`src/rtl/batch_cost_accumulator.sv`:
```
// batch_cost_accumulator: captures each finished per-sample cost from the
// cost calculator and accumulates a batch of 2^BATCH_LOG2 samples. It then
// presents the rounded average, the total and the maximum over valid/ready.
// Optional feature macro: BATCH_COST_MIN_TRACK_EN (adds min_cost output).
//
// state      | meaning
// -----------+-----------------------------------------------------------
// IDLE       | ready for a new sample, accept high
// WAIT_START | cost_en seen, waiting for calculator to leave idle (cc low)
// WAIT_DONE  | calculator running, capture cost_in when cc returns high
// ACCUM      | fold captured sample into total/max/count (one cycle)
// REPORT     | batch result valid, held until avg_ready
module batch_cost_accumulator #(
  parameter int BATCH_LOG2 = 3,
  parameter int COST_W     = 8
) (
  input  logic                     clk,
  input  logic                     n_rst,
  input  logic                     clear,
  input  logic                     cost_en,
  input  logic                     calculation_complete,
  input  logic [COST_W-1:0]        cost_in,
  output logic                     accept,
  output logic                     busy,
  output logic [BATCH_LOG2:0]      sample_count,
  output logic                     avg_valid,
  input  logic                     avg_ready,
  output logic [COST_W-1:0]        avg_cost,
  output logic [COST_W+BATCH_LOG2-1:0] batch_total,
`ifdef BATCH_COST_MIN_TRACK_EN
  output logic [COST_W-1:0]        min_cost,
`endif
  output logic [COST_W-1:0]        max_cost,
  output logic                     drop_err
);

  localparam int TW = COST_W + BATCH_LOG2;
  localparam logic [BATCH_LOG2:0] LAST_IDX = ((BATCH_LOG2+1)'(1) << BATCH_LOG2) - (BATCH_LOG2+1)'(1);
  localparam logic [TW:0] HALF = (TW+1)'(1) << (BATCH_LOG2 - 1);

  typedef enum logic [2:0] {
    IDLE       = 3'd0,
    WAIT_START = 3'd1,
    WAIT_DONE  = 3'd2,
    ACCUM      = 3'd3,
    REPORT     = 3'd4
  } state_t;

  state_t state, state_next;
  logic [COST_W-1:0] sample_r;
  logic [TW:0]       rounded;

  // State register.
  always_ff @(posedge clk or negedge n_rst) begin
    if (!n_rst) state <= IDLE;
    else        state <= state_next;
  end

  // Next-state decode and status outputs; clear overrides every transition.
  always_comb begin
    state_next = state;
    accept     = 1'b0;
    busy       = 1'b1;
    avg_valid  = 1'b0;
    case (state)
      IDLE: begin
        accept = 1'b1;
        busy   = 1'b0;
        if (cost_en) state_next = WAIT_START;
      end
      WAIT_START: if (!calculation_complete) state_next = WAIT_DONE;
      WAIT_DONE:  if (calculation_complete)  state_next = ACCUM;
      ACCUM:      state_next = (sample_count == LAST_IDX) ? REPORT : IDLE;
      REPORT: begin
        avg_valid = 1'b1;
        if (avg_ready) state_next = IDLE;
      end
      default: state_next = IDLE;
    endcase
    if (clear) state_next = IDLE;
  end

  // Datapath: sample capture, running total/max/count and sticky drop flag.
  always_ff @(posedge clk or negedge n_rst) begin
    if (!n_rst) begin
      sample_r     <= '0;
      batch_total  <= '0;
      sample_count <= '0;
      max_cost     <= '0;
      drop_err     <= 1'b0;
`ifdef BATCH_COST_MIN_TRACK_EN
      min_cost     <= '1;
`endif
    end else if (clear) begin
      batch_total  <= '0;
      sample_count <= '0;
      max_cost     <= '0;
      drop_err     <= 1'b0;
`ifdef BATCH_COST_MIN_TRACK_EN
      min_cost     <= '1;
`endif
    end else begin
      if (cost_en && state != IDLE) drop_err <= 1'b1;
      case (state)
        WAIT_DONE: if (calculation_complete) sample_r <= cost_in;
        ACCUM: begin
          batch_total  <= batch_total + TW'(sample_r);
          sample_count <= sample_count + 1'b1;
          if (sample_r > max_cost) max_cost <= sample_r;
`ifdef BATCH_COST_MIN_TRACK_EN
          if (sample_r < min_cost) min_cost <= sample_r;
`endif
        end
        REPORT: if (avg_ready) begin
          batch_total  <= '0;
          sample_count <= '0;
          max_cost     <= '0;
`ifdef BATCH_COST_MIN_TRACK_EN
          min_cost     <= '1;
`endif
        end
        default: ;
      endcase
    end
  end

  // Round half up; the result never exceeds COST_W bits.
  assign rounded  = {1'b0, batch_total} + HALF;
  assign avg_cost = COST_W'(rounded >> BATCH_LOG2);

endmodule

```
`config.mk`:
```
export PLATFORM = sky130hd
export DESIGN_NAME = batch_cost_accumulator
export DESIGN_NICKNAME = d
export VERILOG_FILES = /design/src/rtl/batch_cost_accumulator.sv
export SDC_FILE = /design/constraint.sdc
export NUM_CORES = 1
export LEC_CHECK = 0
export CAP_MARGIN = 20
export CORE_ASPECT_RATIO = 2
export CORE_UTILIZATION = 44
export CTS_BUF_LIST = sky130_fd_sc_hd__clkbuf_16
export DETAILED_ROUTE_END_ITERATION = 7
export PLACE_DENSITY_LB_ADDON = 0.05
export SLEW_MARGIN = 25
export SYNTH_ARGS = -nofsm -noshare
export SYNTH_HDL_FRONTEND = slang
export SYNTH_SLANG_ARGS = --single-unit
```
`constraint.sdc`:
```
create_clock -name clk -period 2.26 [get_ports clk]
set_input_delay 0.226 -clock clk [delete_from_list [all_inputs] [get_ports clk]]
set_output_delay 0.226 -clock clk [all_outputs]
set_load 0.05 [all_outputs]
```
==> results.yml, run 1 <==
worst_setup_path:
  rr_worst_depth: 7
  setup.worst_path.start_class: "flop"
  worstPathArrival_ps: 1890
  reg2reg_setup_slack_ps: 170
  max_stage_delay_ps: 720
  crit_path_max_fanout: 8
  startpoint_to_endpoint_class_of_the_critical_path: "reg2out"
  critPathCaptureType: "output port"
  worst_ep_required_time_ps: 2030
  crit_path_cell_trace: "or3_1 > clkdlybuf4s50_1"
  crit_path_top_delay_cell: "sky130_fd_sc_hd__clkdlybuf4s50_1"
cts:
  max_root_sink_buffers: 2
  cts_tree: "done"
  cts_htree_levels: 2
  resized_gates_after_cts: 0
  insertion_delay_ps: 280
  holdBufCountCts: 0
  clkSlewWorstSetupHoldPaths_ps: 60
  cts_root_buffer: "sky130_fd_sc_hd__clkbuf_16"
  numCtsBuffers: 5
  cts_post_setup_buffers_inserted: 0
  clock-sinks: 35
global_route:
  antenna_violations_before_repair: 0
  first_global_vias: 1737
  grt_pass1_wl_um: 8220
  largest_net_degree_at_the_start_of_global_routing: 36
  groute.usage.overall_pct: 21.3
  grt-ovfl-total: 0
routing:
  vias_per_cell: 5.53
  vias_after_detailed_routing: 1758
  antenna_violating_nets_post_route: 0
  finalWirelength_um: 4890
  drcViolationCount: 0
  drt_iter0_drc: 41
  drt_pass1_iterations: 4
  post_drt_wl_per_cell_um: 15.4
final_layout:
  num-fill-cells: 414
  layout.area.seq_um2: 876
  multiInputGateArea_um2: 1210
  antennaDiodeCount: 0
  layout-area-overhead-vs-synth_pct: 30.9
  final_core_util_pct: 61.0
  numnets_final: 295
  drive_gt1_share_pct: 12.9
synthesis:
  synth_flop_cell: "sky130_fd_sc_hd__dfrtp_1"
  share_of_the_yosys_chip_area_belonging_to_registers_pct: 40.5
  synth.top_cells.by_area: "sky130_fd_sc_hd__dfrtp_1, sky130_fd_sc_hd__ha_1, sky130_fd_sc_hd__mux2_2"
  synth_top_family_by_area: "compound AO/OA/AOI/OAI gates"
  synth_simple_gate_area_share_pct: 16.0
  synth-edff-count: 0
  synth.distinct_cells: 45
  yosys_warnings: 0
  synth_xor_area_share_pct: 5.66
  ys_seq_elements: 35
  synth.top_cell.area_share_pct: 40.5
  mapped_area_um2: 2160
  postSynthNetCount: 241
  synthMuxAreaShare_pct: 5.55
  synthesis.area_per_instance_um2: 10.4
  post_synth_inst_count: 208
  synth_largest_area_cell: "sky130_fd_sc_hd__dfrtp_1"
  synthAdderAreaFrac_pct: 11.3
  fraction_of_synthesis_flops_using_an_asynchronous_set_or_reset_pin_pct: 100
  synth_compound_area_share_pct: 17.2
sta:
  clock_skew_ps: 7.30
  rsz0062_at_grt: "false"
  tightest_slew_ps: 514
  report.final.slew_viol_count: 0
  fin_setup_tns_ps: 0
  f_max_mhz: 472
  setup_viol: 0
  worst_slew_margin_rel_pct: 65.6
  final-hold-violation-count: 0
  fin_crit_ps: 2120
  timing.final.crit_share_pct: 93.7
min_path:
  holdCritPathClass: "in2async"
floorplanning:
  die-area_um2: 5220
  floorplan.die.height_um: 101
  die_x_um: 51.6
  floorplan.initialDensity_pct: 46.6
  fp-row-count: 35
  core_region_area_um2: 4640
  pin_count: 49
place:
  detailedPlacementHpwl_um: 3730
  port_buffers: 48
  gp_routability_congestion: 0.813
power_and_ir_drop:
  total_power_mw: 1.99
  reported_leakage_power_nw: 1.30
  irDropWorstVdd_mv: 0.555
  powerDensity_nw_per_um2: 702
outcome:
  run_status: "finished, final reports clean"
flow_run:
  drv.max_cap_violation_count: 0
## kinds of logic (layout without fill, tap and decap cells)
family / after synthesis / after routing
and+or+nand+nor: 61 / 61
DFF: 35 / 35
adders and majority gates: 19 / 19
AOI/OAI and AO/OA: 53 / 53
muxes: 11 / 11
buffers and inverters: 15 / 70
xor gates and xnor gates: 14 / 14
## through the flow
stage / hold slack [ps] / worst slack (ps) / instance area, µm² / instances
floorplan: -69.6 / 3.03 / 2160 / 208
global placement: 483 / 186 / 2690 / 310
detailed placement: 497 / 153 / 2690 / 310
CTS: 372 / 118 / 2830 / 318
global route: 419 / 23.5 / 2830 / 318
finish: 360 / 142 / 2830 / 318
## path summary, 6_finish.rpt
check                                                 from                          to
worst max-delay path                  state[1]$_DFFE_PN0P_                        busy
worst min-delay path                                 n_rst        state[0]$_DFFE_PN0P_
worst max register to register  batch_total[0]$_DFFE_PN0P_  batch_total[6]$_DFFE_PN0P_
worst min register to register        drop_err$_DFFE_PN0P_        drop_err$_DFFE_PN0P_
max in group asynchronous                            n_rst  batch_total[5]$_DFFE_PN0P_
min in group clk                      drop_err$_DFFE_PN0P_        drop_err$_DFFE_PN0P_
## state kept, by name, summed over array words and instances, names as in the netlist
register,count
batch_total,11
max_cost,8
sample_r,8
sample_count,4
state,3
drop_err,1
## Yosys cell counts (all sizes together) (5+ instances only)
master / n
a22o: 8
nand2: 14
inv: 10
xnor2: 6
dfrtp: 35
xor2: 8
ha: 18
mux2: 8
nand3: 10
a21o: 6
a21oi: 13
buf: 5
nor2: 14
and3: 5
o21ai: 13
## metal layers
layer  vias up  part of all wire, %  global-route usage, %  routed length (µm)
li1        868                    -                      -                   -
met1       848                   40                   24.4                1960
met2        34                   55                   37.6                2680
met3         8                  2.7                   3.15                 134
met5         -                    0                      0                   0
met4         0                  2.5                   9.77                 124
## cell type report
cell class | count | area share [%]
multi-input combinational | 158 | 42.6
sequential | 35 | 30.9
timing repair buffer | 52 | 17.8
clock buffer | 5 | 4.42
tap | 55 | 2.43
inverter | 10 | 1.33
clock inverter | 3 | 0.574
## cell usage in the layout, fill, tap and decap left out, drive strengths merged, types with 5 or more instances in the layout
cell type and instances:
a22o 8, and3 5, dfrtp 35, nand3 10
nor2 14, a21o 6, ha 18, xnor2 6
xor2 8, inv 11, o21ai 13, clkbuf 5
buf 12, clkdlybuf4s50 40, mux2 8, nand2 14
a21oi 13
## worst max-delay path, delay by kind of cell, from the launching register on
| family | cells | cell delay (ps) |
|---|---|---|
| buffers and inverters | 1 | 720 |
| flip-flops | 1 | 490 |
| AND/OR/NAND/NOR | 1 | 400 |
## where the power goes
part | switching, mW | internal [mW]
logic | 0.324 | 0.238
registers | 0.0822 | 0.691
clock network | 0.251 | 0.402
total | 0.658 | 1.33
Power figures use the tool's default switching activity.
==> run 2: changes to the inputs <==
--- a/config.mk
+++ b/config.mk
@@ -11,6 +11,7 @@
 export CTS_BUF_LIST = sky130_fd_sc_hd__clkbuf_16
 export DETAILED_ROUTE_END_ITERATION = 7
 export PLACE_DENSITY_LB_ADDON = 0.05
+export SETUP_SLACK_MARGIN = 0.1
 export SLEW_MARGIN = 25
 export SYNTH_ARGS = -nofsm -noshare
 export SYNTH_HDL_FRONTEND = slang
==> run 2 against run 1 <==
Effect of this change:
- combinational power increased by 2%
- critical path depth increased by 1
- final cell count increased by 0.94%
- hold slack improved by 2.3 ps
- cell area increased by 1.6%
- fmax increased by 0.82%
- global-route usage decreased by 0.17 points
- power increased by 0.61%
- sequential share of layout area decreased by 0.45 points
- clock-buffer cell count unchanged
==> results.yml, run 2 (same netlist as run 1, synthesis figures left out) <==
power_and_ir_drop:
  irDropWorstVdd_mv: 0.706
  p_int_mw: 1.34
  p_seq_share_pct: 38.6
  clock_network_fraction_of_design_power_pct: 32.6
  total_power_mw: 2.00
  p_sw_uw: 663
  switching_share_pct: 33.1
  reported_leakage_power_nw: 1.33
  combPwrFrac_pct: 28.8
  powerDensity_nw_per_um2: 695
sta:
  clock_skew_ps: 6.64
  setup_viol: 0
  final-hold-violation-count: 0
  f_max_mhz: 476
  worst_slew_margin_rel_pct: 64.4
  report.final.slew_viol_count: 0
  fin_setup_tns_ps: 0
  timing.final.crit_share_pct: 92.9
  rsz0062_at_grt: "true"
  fin_crit_ps: 2100
  tightest_slew_ps: 533
  smallest_hold_slack_ps: 363
place:
  port_buffers: 48
  detailedPlacementHpwl_um: 3730
  gp_routability_congestion: 0.827
final_layout:
  regMostFlops: "batch_total"
  numnets_final: 298
  most_frequent_standard_cell_in_the_layout_excluding_fill_and_tap_cells: "sky130_fd_sc_hd__clkdlybuf4s50_1"
  drive_gt1_share_pct: 15.8
  biggestRegsByFlops: "batch_total: 11 flops, max_cost: 8 flops, sample_r: 8 flops"
  largest_register_ffs: 11
  layout_common_cells: "sky130_fd_sc_hd__clkdlybuf4s50_1, sky130_fd_sc_hd__dfrtp_1, sky130_fd_sc_hd__ha_1, sky130_fd_sc_hd__nand2_1, sky130_fd_sc_hd__buf_4"
  layout-area-overhead-vs-synth_pct: 33.0
  antennaDiodeCount: 0
floorplanning:
  floorplan.initialDensity_pct: 46.6
  floorplan.die.height_um: 101
  die-area_um2: 5220
  pin_count: 49
  die_x_um: 51.6
  core_region_area_um2: 4640
  fp-row-count: 35
worst_setup_path:
  crit_path_top_delay_cell: "sky130_fd_sc_hd__clkdlybuf4s50_1"
  critPathTopFamily: "buffers and inverters"
  r2r_end: "batch_total[6]$_DFFE_PN0P_"
  crit_path_cell_trace: "nand3_1 > xnor2_1 > clkdlybuf4s50_1"
  critPathCaptureType: "output port"
  startpoint_to_endpoint_class_of_the_critical_path: "reg2out"
  reg2reg_setup_slack_ps: 220
  max_stage_delay_ps: 820
  setup.worst_path.start_class: "flop"
  r2r-start: "batch_total[0]$_DFFE_PN0P_"
  worst_ep_required_time_ps: 2030
  worstPathArrival_ps: 1870
  rr_worst_depth: 7
  buf_inv_on_cp: 1
  crit_path_max_fanout: 7
global_route:
  grt_pass1_wl_um: 8250
  groute.usage.overall_pct: 21.1
  antenna_violations_before_repair: 0
  first_global_vias: 1746
  largest_net_degree_at_the_start_of_global_routing: 36
  grt-ovfl-total: 0
routing:
  finalWirelength_um: 4870
  top_layer: "met4"
  met3_wirelength_um: 96
  vias_per_cell: 5.45
  wl_met2_um: 2720
  drt_pass1_iterations: 4
  drcViolationCount: 0
  vias_after_detailed_routing: 1750
  drt_iter0_drc: 28
  met1_length_um: 1980
  antenna_violating_nets_post_route: 0
  post_drt_wl_per_cell_um: 15.2
cts:
  insertion_delay_ps: 280
  max_root_sink_buffers: 2
  cts_root_buffer: "sky130_fd_sc_hd__clkbuf_16"
  cts_tree: "done"
  holdBufCountCts: 0
  clkSlewWorstSetupHoldPaths_ps: 50
  numCtsBuffers: 5
  clock-sinks: 35
  cts_htree_levels: 2
outcome:
  run_status: "finished, final reports clean"
flow_run:
  drv.max_cap_violation_count: 0
min_path:
  holdCritPathClass: "in2async"
-- run 2: changes by cell type in the layout (fill, tap and decap cells not counted), sizes merged --
cell           delta
clkinvlp          +1
clkdlybuf4s50     -1
dlymetal6s2s      +1
clkinv            -1
buf               +3
-- run 2: how the worst max path moves through the flow --
stage	cells after the start	start	slack [ps]	to
3_5_place_dp	7	batch_total[0]$_DFFE_PN0P_	160	batch_total[6]$_DFFE_PN0P_
6_report	3	batch_total[2]$_DFFE_PN0P_	160	avg_cost[2]
4_1_cts	7	batch_total[0]$_DFFE_PN0P_	120	batch_total[6]$_DFFE_PN0P_
5_1_grt	7	sample_r[0]$_DFFE_PN0P_	90	batch_total[10]$_DFFE_PN0P_
2_1_floorplan	3	batch_total[4]$_DFFE_PN0P_	100	avg_cost[4]
3_3_place_gp	7	batch_total[0]$_DFFE_PN0P_	170	batch_total[6]$_DFFE_PN0P_
-- run 2: cell type report --
type | instances | area, µm²
sequential | 35 | 877
multi-input combinational | 158 | 1230
clock inverter | 3 | 16.3
tap | 55 | 68.8
inverter | 10 | 37.5
timing repair buffer | 55 | 528
clock buffer | 5 | 125
fill | 409 | 1760
-- run 2: what timing repair did --
action                                  in CTS  in global routing
endpoints found under the setup margin       0                  5
buffers inserted                             0                  2
gates resized for setup                      0                  2
-- run 2: layer usage --
| layer | global-route usage, % | vias up |
|---|---|---|
| met5 | 0 | - |
| met4 | 7.48 | 0 |
| met3 | 2.70 | 4 |
| met2 | 38.4 | 32 |
| met1 | 24.4 | 849 |
| li1 | - | 865 |
-- run 2: power groups by stage --
stage | clock (mW) | sequential, mW | combinational (mW)
final | 0.652 | 0.772 | 0.576
after CTS | 0.667 | 0.773 | 0.576
after global routing | 0.692 | 0.785 | 0.634
after floorplan | 0 | 0.825 | 0.341
after detailed placement | 0 | 0.784 | 0.575
after global placement | 0 | 0.782 | 0.561
-- run 2: metrics by stage --
| stage | std cells | cell area (µm²) | setup WS [ps] | util (%) |
|---|---|---|---|---|
| finish | 321 | 2880 | 160 | 62.0 |
| detailed placement | 311 | 2720 | 157 | 58.5 |
| floorplan | 208 | 2180 | 104 | - |
| global route | 321 | 2880 | 93.7 | 62.0 |
| global placement | 311 | 2720 | 172 | 58.5 |
| CTS | 319 | 2860 | 120 | 61.5 |
